File: config.mk
export PLATFORM = sky130hd
export DESIGN_NAME = axi_xbar_id_tracker
export DESIGN_NICKNAME = d
export VERILOG_FILES = /design/src/rtl/axi_xbar_id_tracker.sv
export SDC_FILE = /design/constraint.sdc
export NUM_CORES = 1
export LEC_CHECK = 0
export ABC_AREA = 1
export BUFFER_PORTS_ARGS = -buffer_cell sky130_fd_sc_hd__clkbuf_2
export CORE_MARGIN = 4
export CORE_UTILIZATION = 35
export DETAILED_ROUTE_END_ITERATION = 16
export GPL_ROUTABILITY_DRIVEN = 0
export SLEW_MARGIN = 10
export SYNTH_ARGS = -nofsm -noshare
export SYNTH_HDL_FRONTEND = slang
export SYNTH_SLANG_ARGS = --single-unit
File: constraint.sdc
create_clock -name clk_i -period 4.1 [get_ports clk_i]
set_input_delay 0.615 -clock clk_i [delete_from_list [all_inputs] [get_ports clk_i]]
set_output_delay 0.615 -clock clk_i [all_outputs]
set_load 0.01 [all_outputs]
File: src/rtl/axi_xbar_id_tracker.sv
// axi_xbar_id_tracker
// Per-ID outstanding-transaction tracker for one crossbar demux port.
// Each table entry (indexed by the low LOOKUP_BITS of the ID) holds an
// in-flight count and the slave select that the ID is currently routed to.
// The demux queries the table combinationally and stalls any same-ID request
// that would target a different slave. This keeps AXI same-ID responses in order.
// IDs that alias on the index bits share an entry. That is conservative, but safe.
module axi_xbar_id_tracker #(
  parameter  int unsigned ID_WIDTH    = 6,
  parameter  int unsigned LOOKUP_BITS = 4,
  parameter  int unsigned MAX_TRANS   = 8,
  parameter  int unsigned NUM_SLV     = 4,
  localparam int unsigned SEL_WIDTH   = (NUM_SLV > 1) ? $clog2(NUM_SLV) : 1,
  localparam int unsigned CNT_WIDTH   = $clog2(MAX_TRANS + 1),
  localparam int unsigned TOT_WIDTH   = $clog2((2 ** LOOKUP_BITS) * MAX_TRANS + 1)
) (
  input  logic                 clk_i,
  input  logic                 rst_i,
  // query port
  input  logic [ID_WIDTH-1:0]  lookup_id_i,
  output logic [SEL_WIDTH-1:0] lookup_sel_o,
  output logic                 lookup_occupied_o,
  output logic                 lookup_full_o,
  // accepted transaction
  input  logic                 push_i,
  input  logic [ID_WIDTH-1:0]  push_id_i,
  input  logic [SEL_WIDTH-1:0] push_sel_i,
  // completed transaction
  input  logic                 pop_i,
  input  logic [ID_WIDTH-1:0]  pop_id_i,
  // aggregate status and sticky errors
  output logic                 any_outstanding_o,
  output logic [TOT_WIDTH-1:0] tot_cnt_o,
  output logic                 overflow_o,
  output logic                 underflow_o,
  output logic                 mismatch_o
);

  localparam int unsigned ENTRIES = 2 ** LOOKUP_BITS;

  localparam logic [CNT_WIDTH-1:0] CNT_ZERO = {CNT_WIDTH{1'b0}};
  localparam logic [CNT_WIDTH-1:0] CNT_ONE  = CNT_WIDTH'(1);
  localparam logic [CNT_WIDTH-1:0] CNT_MAX  = CNT_WIDTH'(MAX_TRANS);
  localparam logic [TOT_WIDTH-1:0] TOT_ZERO = {TOT_WIDTH{1'b0}};
  localparam logic [TOT_WIDTH-1:0] TOT_ONE  = TOT_WIDTH'(1);
  localparam logic [SEL_WIDTH-1:0] SEL_ZERO = {SEL_WIDTH{1'b0}};

  // ---------------------------------------------------------------------------
  // State
  // ---------------------------------------------------------------------------
  logic [CNT_WIDTH-1:0] cnt_q [ENTRIES];
  logic [CNT_WIDTH-1:0] cnt_d [ENTRIES];
  logic [SEL_WIDTH-1:0] sel_q [ENTRIES];
  logic [SEL_WIDTH-1:0] sel_d [ENTRIES];
  logic [TOT_WIDTH-1:0] tot_q;
  logic [TOT_WIDTH-1:0] tot_d;
  logic                 overflow_q;
  logic                 overflow_d;
  logic                 underflow_q;
  logic                 underflow_d;
  logic                 mismatch_q;
  logic                 mismatch_d;

  // ---------------------------------------------------------------------------
  // Index extraction and select normalisation
  // ---------------------------------------------------------------------------
  logic [LOOKUP_BITS-1:0] lookup_idx_s;
  logic [LOOKUP_BITS-1:0] push_idx_s;
  logic [LOOKUP_BITS-1:0] pop_idx_s;
  logic [SEL_WIDTH-1:0]   push_sel_s;

  assign lookup_idx_s = lookup_id_i[LOOKUP_BITS-1:0];
  assign push_idx_s   = push_id_i[LOOKUP_BITS-1:0];
  assign pop_idx_s    = pop_id_i[LOOKUP_BITS-1:0];

  // The upper ID bits only matter to the demux. Aliasing IDs share an entry.
  if (ID_WIDTH > LOOKUP_BITS) begin : g_unused_id
    logic unused_id_bits_s;
    assign unused_id_bits_s = ^{lookup_id_i[ID_WIDTH-1:LOOKUP_BITS],
                                push_id_i[ID_WIDTH-1:LOOKUP_BITS],
                                pop_id_i[ID_WIDTH-1:LOOKUP_BITS]};
  end

  // A single-slave build has nowhere else to route, so its select is pinned to 0.
  if (NUM_SLV > 1) begin : g_multi_slv
    assign push_sel_s = push_sel_i;
  end else begin : g_single_slv
    logic unused_push_sel_s;
    assign unused_push_sel_s = ^push_sel_i;
    assign push_sel_s        = SEL_ZERO;
  end

  // ---------------------------------------------------------------------------
  // Push / pop qualification against the pre-edge state
  // ---------------------------------------------------------------------------
  logic [CNT_WIDTH-1:0] push_cnt_s;
  logic [SEL_WIDTH-1:0] push_cur_sel_s;
  logic [CNT_WIDTH-1:0] pop_cnt_s;
  logic                 push_full_s;
  logic                 push_conflict_s;
  logic                 pop_empty_s;
  logic                 push_ok_s;
  logic                 pop_ok_s;

  assign push_cnt_s     = cnt_q[push_idx_s];
  assign push_cur_sel_s = sel_q[push_idx_s];
  assign pop_cnt_s      = cnt_q[pop_idx_s];

  // Judge each request on the registered count. A same-entry pop therefore
  // neither frees room for, nor blocks, a push in the same cycle.
  always_comb begin
    push_full_s     = (push_cnt_s == CNT_MAX);
    push_conflict_s = (push_cnt_s != CNT_ZERO) && (push_cur_sel_s != push_sel_s);
    pop_empty_s     = (pop_cnt_s == CNT_ZERO);
    push_ok_s       = push_i && !push_full_s && !push_conflict_s;
    pop_ok_s        = pop_i && !pop_empty_s;
  end

  // ---------------------------------------------------------------------------
  // Entry update
  // ---------------------------------------------------------------------------
  logic [ENTRIES-1:0] push_hit_s;
  logic [ENTRIES-1:0] pop_hit_s;

  // Decode the accepted push and pop into one-hot entry strobes.
  always_comb begin
    push_hit_s             = {ENTRIES{1'b0}};
    pop_hit_s              = {ENTRIES{1'b0}};
    push_hit_s[push_idx_s] = push_ok_s;
    pop_hit_s[pop_idx_s]   = pop_ok_s;
  end

  // Next count and select per entry. A push and a pop on the same entry cancel
  // out. The select is kept when an entry drains, so it only moves on a push.
  always_comb begin
    for (int i = 0; i < ENTRIES; i++) begin
      cnt_d[i] = cnt_q[i];
      sel_d[i] = sel_q[i];
      case ({push_hit_s[i], pop_hit_s[i]})
        2'b10:   cnt_d[i] = cnt_q[i] + CNT_ONE;
        2'b01:   cnt_d[i] = cnt_q[i] - CNT_ONE;
        default: cnt_d[i] = cnt_q[i];
      endcase
      if (push_hit_s[i]) begin
        sel_d[i] = push_sel_s;
      end else begin
        sel_d[i] = sel_q[i];
      end
    end
  end

  // Aggregate count follows the net of the accepted operations.
  always_comb begin
    tot_d = tot_q;
    case ({push_ok_s, pop_ok_s})
      2'b10:   tot_d = tot_q + TOT_ONE;
      2'b01:   tot_d = tot_q - TOT_ONE;
      default: tot_d = tot_q;
    endcase
  end

  // Sticky error flags. Full and mismatch can fire together on one push.
  always_comb begin
    overflow_d  = overflow_q  || (push_i && push_full_s);
    mismatch_d  = mismatch_q  || (push_i && push_conflict_s);
    underflow_d = underflow_q || (pop_i && pop_empty_s);
  end

  // State register. Reset wins over any push or pop in the same cycle.
  always_ff @(posedge clk_i) begin
    if (rst_i) begin
      for (int i = 0; i < ENTRIES; i++) begin
        cnt_q[i] <= CNT_ZERO;
        sel_q[i] <= SEL_ZERO;
      end
      tot_q       <= TOT_ZERO;
      overflow_q  <= 1'b0;
      underflow_q <= 1'b0;
      mismatch_q  <= 1'b0;
    end else begin
      for (int i = 0; i < ENTRIES; i++) begin
        cnt_q[i] <= cnt_d[i];
        sel_q[i] <= sel_d[i];
      end
      tot_q       <= tot_d;
      overflow_q  <= overflow_d;
      underflow_q <= underflow_d;
      mismatch_q  <= mismatch_d;
    end
  end

  // ---------------------------------------------------------------------------
  // Outputs
  // ---------------------------------------------------------------------------
  // Zero-latency lookup so the demux can stall in the cycle the request arrives.
  always_comb begin
    lookup_sel_o      = sel_q[lookup_idx_s];
    lookup_occupied_o = (cnt_q[lookup_idx_s] != CNT_ZERO);
    lookup_full_o     = (cnt_q[lookup_idx_s] == CNT_MAX);
  end

  assign tot_cnt_o         = tot_q;
  assign any_outstanding_o = (tot_q != TOT_ZERO);
  assign overflow_o        = overflow_q;
  assign underflow_o       = underflow_q;
  assign mismatch_o        = mismatch_q;

endmodule

==> impl_metrics.py, run 1 <==
metrics = {
    "placed_design": {
        "placed_cells_incl_taps": 1483,
        "post-dp-hpwl_um": 16900,
        "dpl_cell_area_mm2": 0.00864,
        "port-buffer-count": 33,
    },
    "worst_setup_path": {
        "cp_data_required_time_ns": 4.34,
        "slowest_stage": "ha_1",
        "crit_top_cell": "nand2_1",
        "timing.reg2reg.worst_path_depth": 23,
        "critical_path.cell_chain": "clkbuf_2 > inv_6 > nor2_8 > nand2_1 > nand2_1 > nor2_1 > nand2_1 > nand2_1 > nand2_1 > nor2_4 > a21oi_4 > buf_4 > nand4_1 > ha_1 > ha_1 > nand2_1 > nor2_1 > a211oi_1 > nor2_1 > nor2_1 > nand2_1 > o21ai_0 > a21oi_1",
        "timing.critical_path.buf_inv": 3,
        "worst_setup_path_end_kind": "register",
        "crit_family": "simple AND/OR/NAND/NOR gates",
        "cp-start-kind": "primary input",
        "cp_num_cells": 23,
        "cp_data_arrival_time_ns": 3.89,
        "crit_path_max_fanout": 18,
        "cp_slowest_stage_delay_ns": 0.33,
        "ff2ff_setup_slack_ns": 0.80,
        "criticalPathCategory": "primary input to register",
    },
    "synthesis": {
        "postSynthNetCount": 1259,
        "synth-edff-count": 32,
        "yosys_warnings": 0,
        "cells_after_synth": 1171,
        "mappedNetlistArea_mm2": 0.00810,
        "postSynth.topFlopCell": "dfxtp_1",
        "post_synth_most_frequent_cells": "nand2_1 (292), nor2_1 (137), inv_1 (131)",
        "cell_taking_the_most_area_after_synthesis": "dfxtp_1",
        "synth_seq_area_share_pct": 30.4,
        "fraction_of_registers_with_async_set_reset_pct": 0,
        "synth.most_common_cell": "nand2_1",
        "ys_types": 38,
        "post_synth_main_area_contributors": "dfxtp_1 (19%), nand2_1 (14%), edfxtp_1 (12%)",
        "yosys_reg_bits": 107,
        "proportion_of_netlist_area_held_by_the_largest_area_contributor_pct": 18.5,
        "synth.avg_cell_area_um2": 6.92,
    },
    "final_layout": {
        "layout-drive-gt1-share_pct": 8.24,
        "fill_cells": 2402,
        "n_antenna_cell": 0,
        "nNetsFinal": 1297,
        "areaGrowthSynthToFinish_pct": 10.5,
        "sequential_cell_area_mm2": 0.00246,
        "finish.instance_area_mm2": 0.00895,
        "count_of_placed_standard_cells_in_the_final_layout_fillers_left_out": 1499,
        "multi_input_comb_area_mm2": 0.00488,
    },
    "route": {
        "average_wire_per_standard_cell_um": 14.8,
        "drt_first_iter_violations": 550,
        "dr.pass1.iters": 5,
        "via_count": 7588,
        "routed_wirelength_um": 22200,
        "detail_route.drc_violations": 0,
        "viasPerCell": 5.06,
        "drt.antenna.violating_nets": 0,
    },
    "power_and_ir_drop": {
        "power.density_cell_area_mw_per_mm2": 286,
        "share_comb_of_total_power_pct": 17.9,
        "share_seq_of_total_power_pct": 45.8,
        "power.leakage_uw": 0.00408,
        "pwr-share-clk_pct": 36.3,
        "vdd_drop_max_mv": 0.200,
        "cellInternalPower_uw": 1800,
        "netSwitchingPower_uw": 760,
        "total_power_uw": 2560,
        "switching_portion_of_total_power_pct": 29.7,
    },
    "sta": {
        "final.period_utilization_pct": 88.9,
        "clock.fmax_mhz": 274,
        "rsz_0062_raised_after_global_routing": "no",
        "finalHoldWorstSlack_ns": 0.450,
        "drv_slew": 0,
        "setup_viol_count_final": 0,
        "min_period_ns": 3.65,
        "worst_slew_pin_slew_ns": 0.684,
        "finClkSkew_ns": 0.0112,
        "max-slew-margin-rel_pct": 54.4,
        "totalNegativeSetupSlack_ns": 0,
        "hold_viol": 0,
    },
    "flow_run": {
        "maxCapViolCount": 0,
    },
    "floorplanning": {
        "number_of_primary_i_o_pins": 40,
        "initial_standard_cell_utilization_of_the_core_pct": 35.7,
        "fp-row-count": 55,
        "fp.dieW_um": 160,
        "die_height_um": 160,
        "core_region_area_mm2": 0.0227,
        "dieArea_mm2": 0.0256,
    },
    "clocking": {
        "clock_insertion_delay_worst_skew_ns": 0.36,
        "cts_hold_buf": 0,
        "number_of_h_tree_branching_levels": 3,
        "cts_tree": "done",
        "number_of_buffers_created_by_cts": 9,
        "cts_root_buffer": "clkbuf_16",
        "path_clk_slew_ns": 0.07,
        "cts_sinks": 107,
        "setup_bufs_post_cts": 0,
        "cts_resized": 0,
        "clock_path_buffers": 2,
    },
    "outcome": {
        "run_status": "complete, no violations",
    },
    "grt": {
        "grtUsageTotal_pct": 17.5,
        "grt_pass1_vias": 7114,
        "grt_overflow": 0,
        "grt_pass1_wl_um": 36900,
        "grt_start_max_net_pins": 65,
        "antenna_violations_before_repair": 0,
    },
    "min_path": {
        "timing.hold.worst.class": "register to register",
        "min_delay_path_depth": 1,
    },
}
routing by layer:
layer	track usage (%)	up-vias	wire, um
met5	0	-	0
met4	4.89	0	383
met3	2.76	25	1390
met2	27.4	208	9660
met1	25.2	3411	10800
li1	-	3944	-
state kept, by name, indices dropped and copies added (netlist names):
name / cells
tot_cnt_o: 8
cnt_q: 64
sel_q: 32
overflow_o: 1
underflow_o: 1
mismatch_o: 1
final timing paths:
kind,startpoint,to
hold / removal,cnt_q[6][0],cnt_q[6][0]
hold reg to reg,cnt_q[6][0],cnt_q[6][0]
setup / recovery,push_id_i[0],cnt_q[1][3]
setup reg to reg,cnt_q[9][0],cnt_q[1][3]
power groups by stage:
stage               combinational [uW]  clock [uW]  sequential [uW]
floorplan                          315           0             1190
global placement                   451           0             1200
detailed placement                 456           0             1200
CTS                                458         950             1170
global route                       519         996             1180
finish                             458         927             1170
area by class of cell:
cell class,instances,share of cell area (%)
multi-input cells,886,54.5
repair buffers,65,4.53
inverters,140,5.98
flip-flops and latches,107,27.5
clock buffers,11,2.82
clock inverters,5,0.657
well taps,285,3.98
placed cells by master, fill, tap and decap left out, drive strengths merged:
master,Yosys,routed
a211oi,8,8
a21o,1,1
a21oi,110,110
a31oi,1,1
buf,15,32
bufinv,0,1
clkbuf,23,44
clkinv,5,6
clkinvlp,0,1
dfxtp,75,75
edfxtp,32,32
fa,9,9
ha,55,55
inv,135,137
nand2,296,296
nand3,38,38
nand4,17,17
nor2,142,142
nor3,8,8
nor4,2,2
o211ai,13,13
o21ai,122,122
o221ai,8,8
o22ai,3,3
o31ai,14,14
xnor2,21,21
xor2,18,18
cells by family (layout without fill, tap and decap cells):
family | Yosys count | count (layout) | synth area share, %
AO/OA/AOI/OAI | 280 | 280 | 19.0
XOR/XNOR | 39 | 39 | 4.22
adder cells (fa/ha/maj) | 64 | 64 | 10.7
buffers and inverters | 178 | 221 | 9.35
flip-flops | 107 | 107 | 30.4
AND/OR/NAND/NOR | 503 | 503 | 26.3
through the flow:
stage          worst slack, ns  util [%]
2_1_floorplan            0.644         -
3_3_place_gp             0.177      38.0
3_5_place_dp             0.130      38.0
4_1_cts                  0.484      39.4
5_1_grt                 0.0608      39.4
6_report                 0.455      39.4
worst register-to-register path: stages (launching register included):
cell and delay, ns:
dfxtp_1 0.31, inv_1 0.15, nand2_1 0.12, nand2_1 0.09, nand2_1 0.05, nor2_1 0.08
nand2_1 0.07, nand2_1 0.07, nand2_2 0.07, nor2_4 0.16, nand3_2 0.09, nand2_2 0.09
buf_4 0.22, nand4_1 0.20, ha_1 0.28, ha_1 0.33, nand2_1 0.08, nor2_1 0.04
a211oi_1 0.24, nor2_1 0.07, nor2_1 0.09, nand2_1 0.07, o21ai_0 0.16, a21oi_1 0.06
(Power assumes the default switching activity.)
==> run 2, diff against run 1 <==
--- a/config.mk
+++ b/config.mk
@@ -6,12 +6,11 @@
 export NUM_CORES = 1
 export LEC_CHECK = 0
 export ABC_AREA = 1
-export BUFFER_PORTS_ARGS = -buffer_cell sky130_fd_sc_hd__clkbuf_2
 export CORE_MARGIN = 4
 export CORE_UTILIZATION = 35
 export DETAILED_ROUTE_END_ITERATION = 16
+export DONT_BUFFER_PORTS = 1
 export GPL_ROUTABILITY_DRIVEN = 0
-export SLEW_MARGIN = 10
 export SYNTH_ARGS = -nofsm -noshare
 export SYNTH_HDL_FRONTEND = slang
 export SYNTH_SLANG_ARGS = --single-unit
==> run 2 against run 1 <==
Compared with the run above:
- combinational power decreased by 17%
- worst setup slack improved by 0.22 ns
- sequential power about the same
- critical endpoint is now cnt_q[4][3]
- routed wire length increased by 1.1%
- die area unchanged
- count of clock-buffer cells in the layout decreased by 1
==> impl_metrics.py, run 2 (synthesis results as in run 1) <==
metrics = {
    "floorplanning": {
        "dieArea_mm2": 0.0256,
        "initial_standard_cell_utilization_of_the_core_pct": 35.7,
        "number_of_primary_i_o_pins": 40,
        "fp.dieW_um": 160,
        "fp-row-count": 55,
        "core_region_area_mm2": 0.0227,
        "die_height_um": 160,
    },
    "sta": {
        "finClkSkew_ns": 0.0127,
        "setup_viol_count_final": 0,
        "max-slew-margin-rel_pct": 32.4,
        "min_period_ns": 3.43,
        "hold_viol": 0,
        "totalNegativeSetupSlack_ns": 0,
        "rsz_0062_raised_after_global_routing": "no",
        "worst_slew_pin_slew_ns": 1.01,
        "final.period_utilization_pct": 83.6,
        "clock.fmax_mhz": 292,
        "finalHoldWorstSlack_ns": 0.312,
        "drv_slew": 0,
    },
    "clocking": {
        "cts_resized": 0,
        "clock_insertion_delay_worst_skew_ns": 0.36,
        "number_of_h_tree_branching_levels": 3,
        "cts_root_buffer": "clkbuf_16",
        "cts_hold_buf": 0,
        "clock_path_buffers": 2,
        "cts_sinks": 107,
        "path_clk_slew_ns": 0.08,
        "number_of_buffers_created_by_cts": 9,
        "cts_tree": "done",
        "setup_bufs_post_cts": 0,
    },
    "worst_setup_path": {
        "crit_family": "simple AND/OR/NAND/NOR gates",
        "worst_setup_path_end_kind": "register",
        "timing.critical_path.buf_inv": 2,
        "cp_data_arrival_time_ns": 3.72,
        "worstSetupStartpoint": "cnt_q[9][0]",
        "crit_path_max_fanout": 11,
        "criticalPathCategory": "register to register",
        "cp_data_required_time_ns": 4.40,
        "cp-start-kind": "register",
        "regToRegStartpoint": "cnt_q[9][0]",
        "crit_top_cell": "nand2_1",
        "slowest_stage": "ha_1",
        "critical_path.cell_chain": "inv_1 > nand2_1 > nand2_1 > nand2_1 > nor2_1 > nand2_1 > nand2_1 > nand2_2 > nor2_4 > nand3_2 > nand2_2 > nand2_2 > buf_4 > nor2_1 > nand2_1 > ha_1 > ha_1 > nand2_1 > nor2_1 > a211oi_1 > xor2_1 > nand2_1 > a21oi_1",
        "cp_slowest_stage_delay_ns": 0.33,
    },
    "final_layout": {
        "fill_cells": 2441,
        "post-route-util_pct": 38.1,
        "largest-register": "cnt_q",
        "areaGrowthSynthToFinish_pct": 6.70,
        "nNetsFinal": 1249,
        "commonest_non_fill_non_tap_cell_in_the_layout": "nand2_1",
        "n_antenna_cell": 0,
        "largest_register_ffs": 64,
        "layout-drive-gt1-share_pct": 4.46,
        "most-common-layout-cells": "nand2_1 (292), nor2_1 (137), inv_1 (131)",
        "count_of_placed_standard_cells_in_the_final_layout_fillers_left_out": 1451,
    },
    "route": {
        "detail_route.drc_violations": 0,
        "routed_wirelength_um": 22500,
        "viasPerCell": 5.19,
        "drt.antenna.violating_nets": 0,
        "drt_first_iter_violations": 567,
        "average_wire_per_standard_cell_um": 15.5,
        "dr.pass1.iters": 5,
        "via_count": 7528,
    },
    "placed_design": {
        "placed_cells_incl_taps": 1435,
        "port-buffer-count": 0,
        "post-dp-hpwl_um": 16700,
    },
    "grt": {
        "grt_overflow": 0,
        "grtUsageTotal_pct": 17.4,
        "antenna_violations_before_repair": 0,
        "grt_pass1_wl_um": 36300,
        "grt_pass1_vias": 6970,
        "grt_start_max_net_pins": 68,
    },
    "power_and_ir_drop": {
        "power.density_cell_area_mw_per_mm2": 279,
        "power.leakage_uw": 0.00385,
        "vdd_drop_max_mv": 0.216,
    },
    "flow_run": {
        "maxCapViolCount": 0,
    },
    "min_path": {
        "hold_path.startpoint": "rst_i",
        "timing.hold.worst.class": "primary input to register",
    },
    "outcome": {
        "run_status": "complete, no violations",
    },
}
==> run 2: per-layer routing <==
layer | up-vias | track usage [%] | part of all wire, %
li1 | 3855 | - | -
met1 | 3440 | 23.8 | 47
met2 | 209 | 27.7 | 44
met3 | 24 | 4.41 | 7.6
met4 | 0 | 4.30 | 1.7
met5 | - | 0 | 0
==> run 2: area by class of cell <==
cell class / count / area, um^2 / area share [%]
Inverter: 140 / 536 / 6.20
Multi-Input combinational cell: 886 / 4880 / 56.5
Sequential cell: 107 / 2460 / 28.5
Timing Repair Buffer: 17 / 128 / 1.48
Tap cell: 285 / 357 / 4.13
Clock buffer: 10 / 229 / 2.65
Clock inverter: 6 / 51.3 / 0.594
==> run 2: final timing paths <==
| path | to | slack [ns] | cells past startpoint |
|---|---|---|---|
| setup / recovery | cnt_q[4][3] | 0.67 | 23 |
| setup reg to reg | cnt_q[4][3] | 0.67 | 23 |
| hold reg to reg | cnt_q[5][0] | 0.45 | 1 |
| hold / removal | mismatch_o | 0.31 | 1 |
==> run 2: worst register-to-register path, delay by kind of cell (launching register included) <==
kind | cells | cell delay [ns]
XOR/XNOR | 1 | 0.17
buffers and inverters | 2 | 0.37
adder cells (fa/ha/maj) | 2 | 0.60
AND/OR/NAND/NOR | 16 | 1.56
flip-flops | 1 | 0.30
AO/OA/AOI/OAI | 2 | 0.36
==> run 2: per-stage QoR <==
stage / setup WS, ns / cell area [um^2] / total power, uW
global route: 0.310 / 8640 / 2540
global placement: 0.384 / 8360 / 1580
finish: 0.674 / 8640 / 2410
detailed placement: 0.401 / 8360 / 1580
floorplan: 0.644 / 8100 / 1510
CTS: 0.675 / 8640 / 2440
==> run 2: power by group <==
| part | internal (uW) | total [uW] | switching, uW |
|---|---|---|---|
| Combinational | 128 | 379 | 250 |
| Sequential | 1130 | 1180 | 47.6 |
| Clock | 420 | 854 | 435 |
| Total | 1680 | 2410 | 733 |
